**config.mk**
```make
export PLATFORM = sky130hd
export DESIGN_NAME = imm_seq_ext_shifter
export DESIGN_NICKNAME = d
export VERILOG_FILES = /design/src/rtl/imm_seq_ext_shifter.sv
export SDC_FILE = /design/constraint.sdc
export NUM_CORES = 1
export LEC_CHECK = 0
export BUFFER_PORTS_ARGS = -buffer_cell sky130_fd_sc_hd__buf_2
export CAP_MARGIN = 20
export CORE_MARGIN = 2
export CORE_UTILIZATION = 35
export DETAILED_ROUTE_END_ITERATION = 6
export PLACE_DENSITY = 0.64
export SYNTH_ARGS = -nofsm -noshare
export SYNTH_HDL_FRONTEND = slang
export SYNTH_SLANG_ARGS = --single-unit
```
**constraint.sdc**
```tcl
create_clock -name clk -period 1.67 [get_ports clk]
set_input_delay 0.334 -clock clk [delete_from_list [all_inputs] [get_ports clk]]
set_output_delay 0.334 -clock clk [all_outputs]
set_load 0.02 [all_outputs]
```
**src/rtl/imm_seq_ext_shifter.sv**
```systemverilog
// -----------------------------------------------------------------------------
// imm_seq_ext_shifter
//
// Purpose:
//   Takes a raw immediate field and sign- or zero-extends it from a run-time
//   selectable source width. It then shifts the result left, right-logical or
//   right-arithmetic by up to 2^SHAMT_WIDTH-1 positions. The shift is
//   sequential: one bit position is shifted per clock.
//   The cycle that accepts an operation also performs its first shift step, so
//   a result is presented max(shift_amt,1) cycles after acceptance.
//
// Ports:
//   clk        - single clock, rising edge
//   reset_n    - asynchronous active-low reset
//   in_valid   - operation request
//   in_ready   - request accepted when in_valid && in_ready
//   data_in    - raw immediate (DATA_IN_WIDTH bits)
//   src_width  - number of valid LSBs in data_in (clamped to DATA_IN_WIDTH)
//   sign_ext   - 1: sign-extend from bit src_width-1, 0: zero-extend
//   shift_amt  - number of bit positions to shift
//   shift_dir  - 0: left, 1: right
//   arith      - right shifts fill with the current MSB when 1
//   out_valid  - data_out holds a finished result
//   out_ready  - result consumed when out_valid && out_ready
//   data_out   - extended and shifted result (DATA_OUT_WIDTH bits)
//   busy       - high while shift steps remain after the accept cycle
// -----------------------------------------------------------------------------
`timescale 1ns/1ps

module imm_seq_ext_shifter #(
    parameter int DATA_IN_WIDTH  = 12,
    parameter int DATA_OUT_WIDTH = 16,
    parameter int SHAMT_WIDTH    = 4
) (
    input  logic                               clk,
    input  logic                               reset_n,
    input  logic                               in_valid,
    output logic                               in_ready,
    input  logic [DATA_IN_WIDTH-1:0]           data_in,
    input  logic [$clog2(DATA_IN_WIDTH+1)-1:0] src_width,
    input  logic                               sign_ext,
    input  logic [SHAMT_WIDTH-1:0]             shift_amt,
    input  logic                               shift_dir,
    input  logic                               arith,
    output logic                               out_valid,
    input  logic                               out_ready,
    output logic [DATA_OUT_WIDTH-1:0]          data_out,
    output logic                               busy
);

    localparam int SRC_W = $clog2(DATA_IN_WIDTH + 1);

    localparam logic [SHAMT_WIDTH-1:0] CNT_ZERO = {SHAMT_WIDTH{1'b0}};
    localparam logic [SHAMT_WIDTH-1:0] CNT_ONE  = {{(SHAMT_WIDTH-1){1'b0}}, 1'b1};

    typedef enum logic [1:0] {
        ST_IDLE  = 2'd0,
        ST_SHIFT = 2'd1,
        ST_DONE  = 2'd2
    } state_t;

    state_t                    state_q, state_d;
    state_t                    launch_state_s;
    logic [DATA_OUT_WIDTH-1:0] work_q, work_d;
    logic [DATA_OUT_WIDTH-1:0] ext_s;
    logic [SHAMT_WIDTH-1:0]    cnt_q, cnt_d;
    logic                      dir_q, dir_d;
    logic                      arith_q, arith_d;
    logic                      out_valid_q, out_valid_d;
    logic                      busy_q, busy_d;
    logic                      ready_en_q, ready_en_d;
    logic                      in_ready_s;
    logic                      accept_s;

    // Extend raw[width-1:0] to the datapath width; widths above DATA_IN_WIDTH
    // are clamped and a width of zero yields zero regardless of sext.
    function automatic logic [DATA_OUT_WIDTH-1:0] extend_imm(
        input logic [DATA_IN_WIDTH-1:0] raw,
        input logic [SRC_W-1:0]         width,
        input logic                     sext
    );
        int                        eff;
        logic                      fill;
        logic [DATA_OUT_WIDTH-1:0] res;
        eff  = (int'(width) > DATA_IN_WIDTH) ? DATA_IN_WIDTH : int'(width);
        fill = 1'b0;
        res  = {DATA_OUT_WIDTH{1'b0}};
        for (int i = 0; i < DATA_IN_WIDTH; i++) begin
            if (i < eff) begin
                res[i] = raw[i];
            end else begin
                res[i] = 1'b0;
            end
            // Scan for the top kept bit instead of indexing with eff-1 so the
            // select always stays inside raw.
            if (sext && (i == eff - 1)) begin
                fill = raw[i];
            end else begin
                fill = fill;
            end
        end
        for (int i = 0; i < DATA_OUT_WIDTH; i++) begin
            if (i >= eff) begin
                res[i] = fill;
            end else begin
                res[i] = res[i];
            end
        end
        return res;
    endfunction

    // One shift step. Repeating it saturates naturally for long shifts:
    // zeros for left/logical right, sign copies for arithmetic right.
    function automatic logic [DATA_OUT_WIDTH-1:0] shift_one(
        input logic [DATA_OUT_WIDTH-1:0] v,
        input logic                      right,
        input logic                      arith_fill
    );
        logic [DATA_OUT_WIDTH-1:0] res;
        if (right) begin
            res = {arith_fill & v[DATA_OUT_WIDTH-1], v[DATA_OUT_WIDTH-1:1]};
        end else begin
            res = {v[DATA_OUT_WIDTH-2:0], 1'b0};
        end
        return res;
    endfunction

    // Handshake: ready in IDLE, or in DONE when the current result is being
    // consumed. The ready_en gate holds ready low until the first edge after reset.
    always_comb begin
        in_ready_s = 1'b0;
        case (state_q)
            ST_IDLE: in_ready_s = ready_en_q;
            ST_DONE: in_ready_s = ready_en_q & out_ready;
            default: in_ready_s = 1'b0;
        endcase
        accept_s = in_valid & in_ready_s;
    end

    // Next state. The accept cycle does the first shift step, so only
    // shift_amt > 1 needs SHIFT cycles.
    always_comb begin
        state_d = state_q;
        if (shift_amt > CNT_ONE) begin
            launch_state_s = ST_SHIFT;
        end else begin
            launch_state_s = ST_DONE;
        end
        case (state_q)
            ST_IDLE: begin
                if (accept_s) begin
                    state_d = launch_state_s;
                end else begin
                    state_d = ST_IDLE;
                end
            end
            ST_SHIFT: begin
                // cnt_q counts remaining steps including this one; "<=" also
                // exits cleanly if the counter were ever corrupted to zero.
                if (cnt_q <= CNT_ONE) begin
                    state_d = ST_DONE;
                end else begin
                    state_d = ST_SHIFT;
                end
            end
            ST_DONE: begin
                if (accept_s) begin
                    state_d = launch_state_s;
                end else if (out_ready) begin
                    state_d = ST_IDLE;
                end else begin
                    state_d = ST_DONE;
                end
            end
            default: state_d = ST_IDLE;
        endcase
    end

    // Registered status outputs follow the state being entered.
    always_comb begin
        out_valid_d = 1'b0;
        busy_d      = 1'b0;
        case (state_d)
            ST_DONE:  out_valid_d = 1'b1;
            ST_SHIFT: busy_d      = 1'b1;
            default: begin
                out_valid_d = 1'b0;
                busy_d      = 1'b0;
            end
        endcase
    end

    // Datapath: capture and first step on accept, one step per SHIFT cycle.
    // Otherwise hold, so data_out keeps its last value after consumption.
    always_comb begin
        work_d     = work_q;
        cnt_d      = cnt_q;
        dir_d      = dir_q;
        arith_d    = arith_q;
        ready_en_d = 1'b1;
        ext_s      = extend_imm(data_in, src_width, sign_ext);
        if (accept_s) begin
            dir_d   = shift_dir;
            arith_d = arith;
            if (shift_amt == CNT_ZERO) begin
                work_d = ext_s;
                cnt_d  = CNT_ZERO;
            end else begin
                work_d = shift_one(ext_s, shift_dir, arith);
                cnt_d  = shift_amt - CNT_ONE;
            end
        end else if (state_q == ST_SHIFT) begin
            work_d = shift_one(work_q, dir_q, arith_q);
            cnt_d  = cnt_q - CNT_ONE;
        end else begin
            work_d = work_q;
            cnt_d  = cnt_q;
        end
    end

    // State and datapath registers. Reset clears everything immediately,
    // including an operation in flight.
    always_ff @(posedge clk or negedge reset_n) begin
        if (!reset_n) begin
            state_q     <= ST_IDLE;
            work_q      <= {DATA_OUT_WIDTH{1'b0}};
            cnt_q       <= CNT_ZERO;
            dir_q       <= 1'b0;
            arith_q     <= 1'b0;
            out_valid_q <= 1'b0;
            busy_q      <= 1'b0;
            ready_en_q  <= 1'b0;
        end else begin
            state_q     <= state_d;
            work_q      <= work_d;
            cnt_q       <= cnt_d;
            dir_q       <= dir_d;
            arith_q     <= arith_d;
            out_valid_q <= out_valid_d;
            busy_q      <= busy_d;
            ready_en_q  <= ready_en_d;
        end
    end

    assign in_ready  = in_ready_s;
    assign out_valid = out_valid_q;
    assign data_out  = work_q;
    assign busy      = busy_q;

endmodule

```
## Word level (Yosys, flattened, before mapping)

Index checks and enable logic that the tools add are counted.

| word-level totals | value |
|---|---|
| register bits after elaboration | 27 |
| input port bits | 27 |
| output and inout bits | 19 |
| logic and storage cells | 135 |

| operators by class | value |
|---|---|
| add/sub/neg operators | 3 |
| order comparisons | 31 |
| equality and inequality tests | 15 |
| mux-type cells | 58 |
| bitwise logic cells | 4 |
| reductions and logical operators | 16 |

Operators by type and width:

| kind | number |
|---|---|
| $mux 16 | 5 |
| $mux 1 | 42 |
| $ge 4x4->1 const A | 8 |
| $logic_not 32->1 | 1 |
| $eq 4x5->1 const A | 4 |
| $eq 5x5->1 const A | 4 |
| $ge 3x4->1 const A | 4 |
| $lt 3x4->1 const A | 4 |
| $lt 4x4->1 const A | 4 |
| $mux 4 | 4 |
| $logic_and 1x1->1 | 12 |
| $eq 3x5->1 const A | 2 |
| $mux 2 | 5 |
| $ge 1x4->1 const A | 2 |
| $ge 2x4->1 const A | 2 |
| $lt 1x4->1 const A | 2 |
| $lt 2x4->1 const A | 2 |
| $sub 4x1->4 const B | 2 |
| $pmux 2 s3 | 1 |
| $eq 2x5->1 const A | 1 |
| $sub 4x1->5 const B | 1 |
| $and 1x1->1 | 4 |
| $eq 2x1->1 const B | 2 |
| $eq 2x2->1 const B | 2 |
| other kinds (7) | 7 |

## Longest topological paths before layout

| logic depth | value |
|---|---|
| depth after elaboration | 22 |
| gate-level depth with buffers | 8 |
| mapped depth without buffers | 6 |

## Least setup slack after synthesis

OpenSTA, ideal clock, no wires.

| timing | value |
|---|---|
| path type | input port to flip-flop |
| start | in src_width[1] |
| end | reg work_q[11] (netlist: data_out[11]) |
| arrival time | 1.733 ns |
| path slack | -0.196 ns |
| stages on the path | 7 |
| buffers on the path | 1 |
| path through | buf_6 -> mux2_4 -> a221o_1 -> a31oi_4 -> nor2_2 -> mux2_2 -> a2bb2oi_1 |

| between the ends | value |
|---|---|
| longest elaborated chain between the ends | 21 |
| elaborated cells on any way between the ends | 52 |
| those cells by class | 1 x add/sub; 6 x order compare; 11 x eq/ne; 21 x mux; 13 x reduce/logical |

Ends and longest elaborated chain:

| element | line | text |
|---|---|---|
| start, declared | 40 | `input logic [$clog2(DATA_IN_WIDTH+1)-1:0] src_width,` |
| $gt 4x4->1 | 85 | `eff = (int'(width) > DATA_IN_WIDTH) ? DATA_IN_WIDTH : int'(width);` |
| $mux 4 (*) | 85 |  |
| $sub 4x1->5 | 96 | `if (sext && (i == eff - 1)) begin` |
| $logic_not 32->1 | 96 |  |
| $logic_and 1x1->1 | 96 |  |
| $mux 1 (12 in series) | 96 |  |
| $mux 1 | 103 | `if (i >= eff) begin` |
| $mux 16 | 120 | `if (right) begin` |
| $mux 16 (*) | 205 | `if (shift_amt == CNT_ZERO) begin` |
| $mux 16 (*) | 202 | `if (accept_s) begin` |
| end signal, assigned | 226 | `work_q <= {DATA_OUT_WIDTH{1'b0}};` |
| end signal, assigned | 235 | `work_q <= work_d;` |
| end, declared | 64 | `logic [DATA_OUT_WIDTH-1:0] work_q, work_d;` |

Mark *: on every way between the ends. The rest lies on a longest branch, timed or not.
A chain may end at the register's enable or synchronous reset.

## Final worst setup path

Ends and elaborated chain as after synthesis.

==> results.json <==
{
  "setup_viol": 2,
  "synth_compound_area_share_pct": 33.54,
  "synth_cell_types": 63,
  "status": "finished with violations",
  "synthSimpleGateAreaFrac_pct": 20.70,
  "hpwlAfterDp_um": 5028,
  "ys.flop_type": "dfrtp_1",
  "grt_max_degree": 28,
  "grt_overflow_total": 0,
  "floorplan.initialDensity_pct": 35.81,
  "final_core_util_pct": 50.69,
  "fmax_mhz": 589.2,
  "violations": "setup timing",
  "hold_viol": 0,
  "powerDensity_nw_per_um2": 1275,
  "final_area_sq_um": 3201,
  "placementRows": 29,
  "setup_ws_ps": -27.16,
  "antenna_found_initial": 0,
  "netlist.area_leader.share_pct": 29.88,
  "fp.dieH_um": 84.37,
  "place_inst": 437,
  "dpl-instance-area_sq_um": 2933,
  "port_buffers": 45,
  "final_nets": 404,
  "synth_enable_flop_cells": 0,
  "critical_path_class": "in -> reg",
  "wire_per_inst_um": 14.62,
  "top_level_ports": 46,
  "end_kind": "register",
  "timing.setup.tns_ps": -31.49,
  "track_usage_pct": 18.36,
  "wl_um": 6592,
  "die_w_um": 84.37,
  "leakage_nw": 1.439,
  "synthMuxAreaShare_pct": 9.297,
  "yosys.area_share.adder_pct": 1.107,
  "dieArea_sq_um": 7118,
  "layout_worst_path_cycle_share_pct": 101.6,
  "diodes": 0,
  "syn2layout_area_growth_pct": 41.56,
  "drive_above_1_share_pct": 39.30,
  "ys_seq_elements": 27,
  "syn_avg_cell_area_sq_um": 8.162,
  "drc": 0,
  "cts_tree": "done",
  "via_per_inst": 5.417,
  "skew_ps": 1.180,
  "finalCriticalPeriod_ps": 1697,
  "maxCapViolCount": 0,
  "fill_cells": 629,
  "core_area_sq_um": 6314,
  "layoutNonFillerInstCount": 451,
  "cp_data_required_time_ps": 1830,
  "async_reset_ff_share_pct": 100.0,
  "grt_pass1_vias": 2279,
  "grt_pass1_wl_um": 10880,
  "ys_seq_area_share_pct": 29.88,
  "clk_pin_slew_ps": 90,
  "first_pass_iters": 5,
  "netlist_instances": 277,
  "synth_area_leaders": "dfrtp_1, mux2i_1, a21oi_1",
  "final_common_cell": "buf_4",
  "yosysWarnings": 0,
  "htreeDepth": 1,
  "vias": 2443,
  "cp_max_fo": 7,
  "layout_common_cells": "buf_4, buf_2, dfrtp_1, a21oi_1, nor2_1",
  "holdCritPathClass": "in -> async",
  "drv_slew": 0,
  "yosys.area.top_type": "dfrtp_1",
  "start_kind": "primary input",
  "drt_iter0_drc": 106,
  "cts_made_buffers": 3,
  "worstMarginPinSlew_ps": 603.1,
  "timing.slew.headroom_pct": 59.79,
  "synthXorXnorAreaFrac_pct": 0.3874,
  "cts_root_buffer": "clkbuf_8",
  "clkLatencyLatePin_ps": 270,
  "syn_nets": 306,
  "max-vdd-ir-drop_v": 0.0006742,
  "globalplace.congestion": 0.8937,
  "arrival_ps": 1860,
  "cts_sinks": 27,
  "antenna_left": 0,
  "p_total_w": 0.004081,
  "rsz0062_at_grt": "yes",
  "cts_buffer_depth": 2,
  "synth_top_family_by_area": "compound AO/OA/AOI/OAI gates",
  "syn-cell-area_sq_um": 2261
}
[path summary, 6_finish.rpt]
| path | cells after the start | startpoint | slack, ps | end |
|---|---|---|---|---|
| setup / recovery | 7 | src_width[1] | -30 | data_out[11] |
| hold / removal | 1 | reset_n | 60 | state_q[1] |
| setup reg to reg | 7 | state_q[1] | 60 | data_out[9] |
| hold reg to reg | 2 | arith_q | 490 | arith_q |
| max in group asynchronous | 1 | reset_n | 1220 | data_out[13] |
| min in group clk | 3 | arith | 270 | arith_q |
[worst max-delay path: stages]
cell       delay [ps]
buf_12            110
mux2_4            290
a221o_1           370
a31oi_4           250
nor2_4            100
mux2_4            280
a2bb2oi_2         130
[state kept, by name, summed over array words and instances, names as in the netlist]
name and cells:
arith_q 1, out_valid 1, state_q 2, data_out 16, dir_q 1, busy 1
cnt_q 4, ready_en_q 1
[report_power, final]
part	internal, W	switching, W
sequential	0.000962	0.000315
clock	0.000171	0.000199
combinational	0.00112	0.00131
total	0.00226	0.00183
[per-stage QoR]
step                      worst slack (ps)  hold WS, ps
after global placement              -293.7        385.7
final                               -27.16        58.15
after global routing                -95.84        92.50
after detailed placement            -330.6        380.8
after floorplan                     -191.5        38.41
after CTS                           -23.41        81.04
[kinds of logic after synthesis]
family	Yosys count
buffers and inverters	26
and+or+nand+nor	93
other	1
muxes	20
AOI/OAI and AO/OA	107
adders and majority gates	2
DFF	27
xor gates and xnor gates	1
[cell usage after synthesis, types with 3 or more instances]
master and count:
a21oi_1 27, dfrtp_1 27, nor2_1 26, nand2_1 24
o21ai_0 21, mux2i_1 15, clkbuf_1 13, a211oi_1 9
nand3_1 9, buf_2 5, inv_1 5, nor2b_1 5
o211ai_1 5, o31ai_1 5, a221oi_1 4, mux2_2 4
nor3b_1 4, o21ai_1 4, nand2b_1 3, nor3_1 3
o221ai_1 3, o22a_1 3, o22ai_1 3
[what timing repair did]
| action | in CTS | in global routing |
|---|---|---|
| pin swaps | 7 | 6 |
| gates resized for setup | 13 | 23 |
| hold buffers | 0 | 0 |
| setup buffers | 1 | 9 |
| cloned | 0 | 0 |
| hold endpoints to repair | 0 | 0 |
| endpoints found under the setup margin | 7 | 17 |
[cell type report]
type                    instances  area [sq um]  share of cell area [%]
multi-input cells             224          1573                   49.14
flip-flops and latches         27         675.6                   21.11
repair buffers                114         792.0                   24.75
inverters                       5         18.77                  0.5864
clock buffers                   4         45.04                   1.407
well taps                      77         96.34                   3.010
[per-layer routing]
| layer | up-vias | GRT usage (%) | part of all wire [%] |
|---|---|---|---|
| met2 | 56 | 29.80 | 47 |
| li1 | 1241 | - | - |
| met1 | 1141 | 26.55 | 48 |
| met5 | - | 0 | 0 |
| met4 | 0 | 4.762 | 1.1 |
| met3 | 5 | 1.377 | 3.8 |
(Power assumes the default switching activity.)
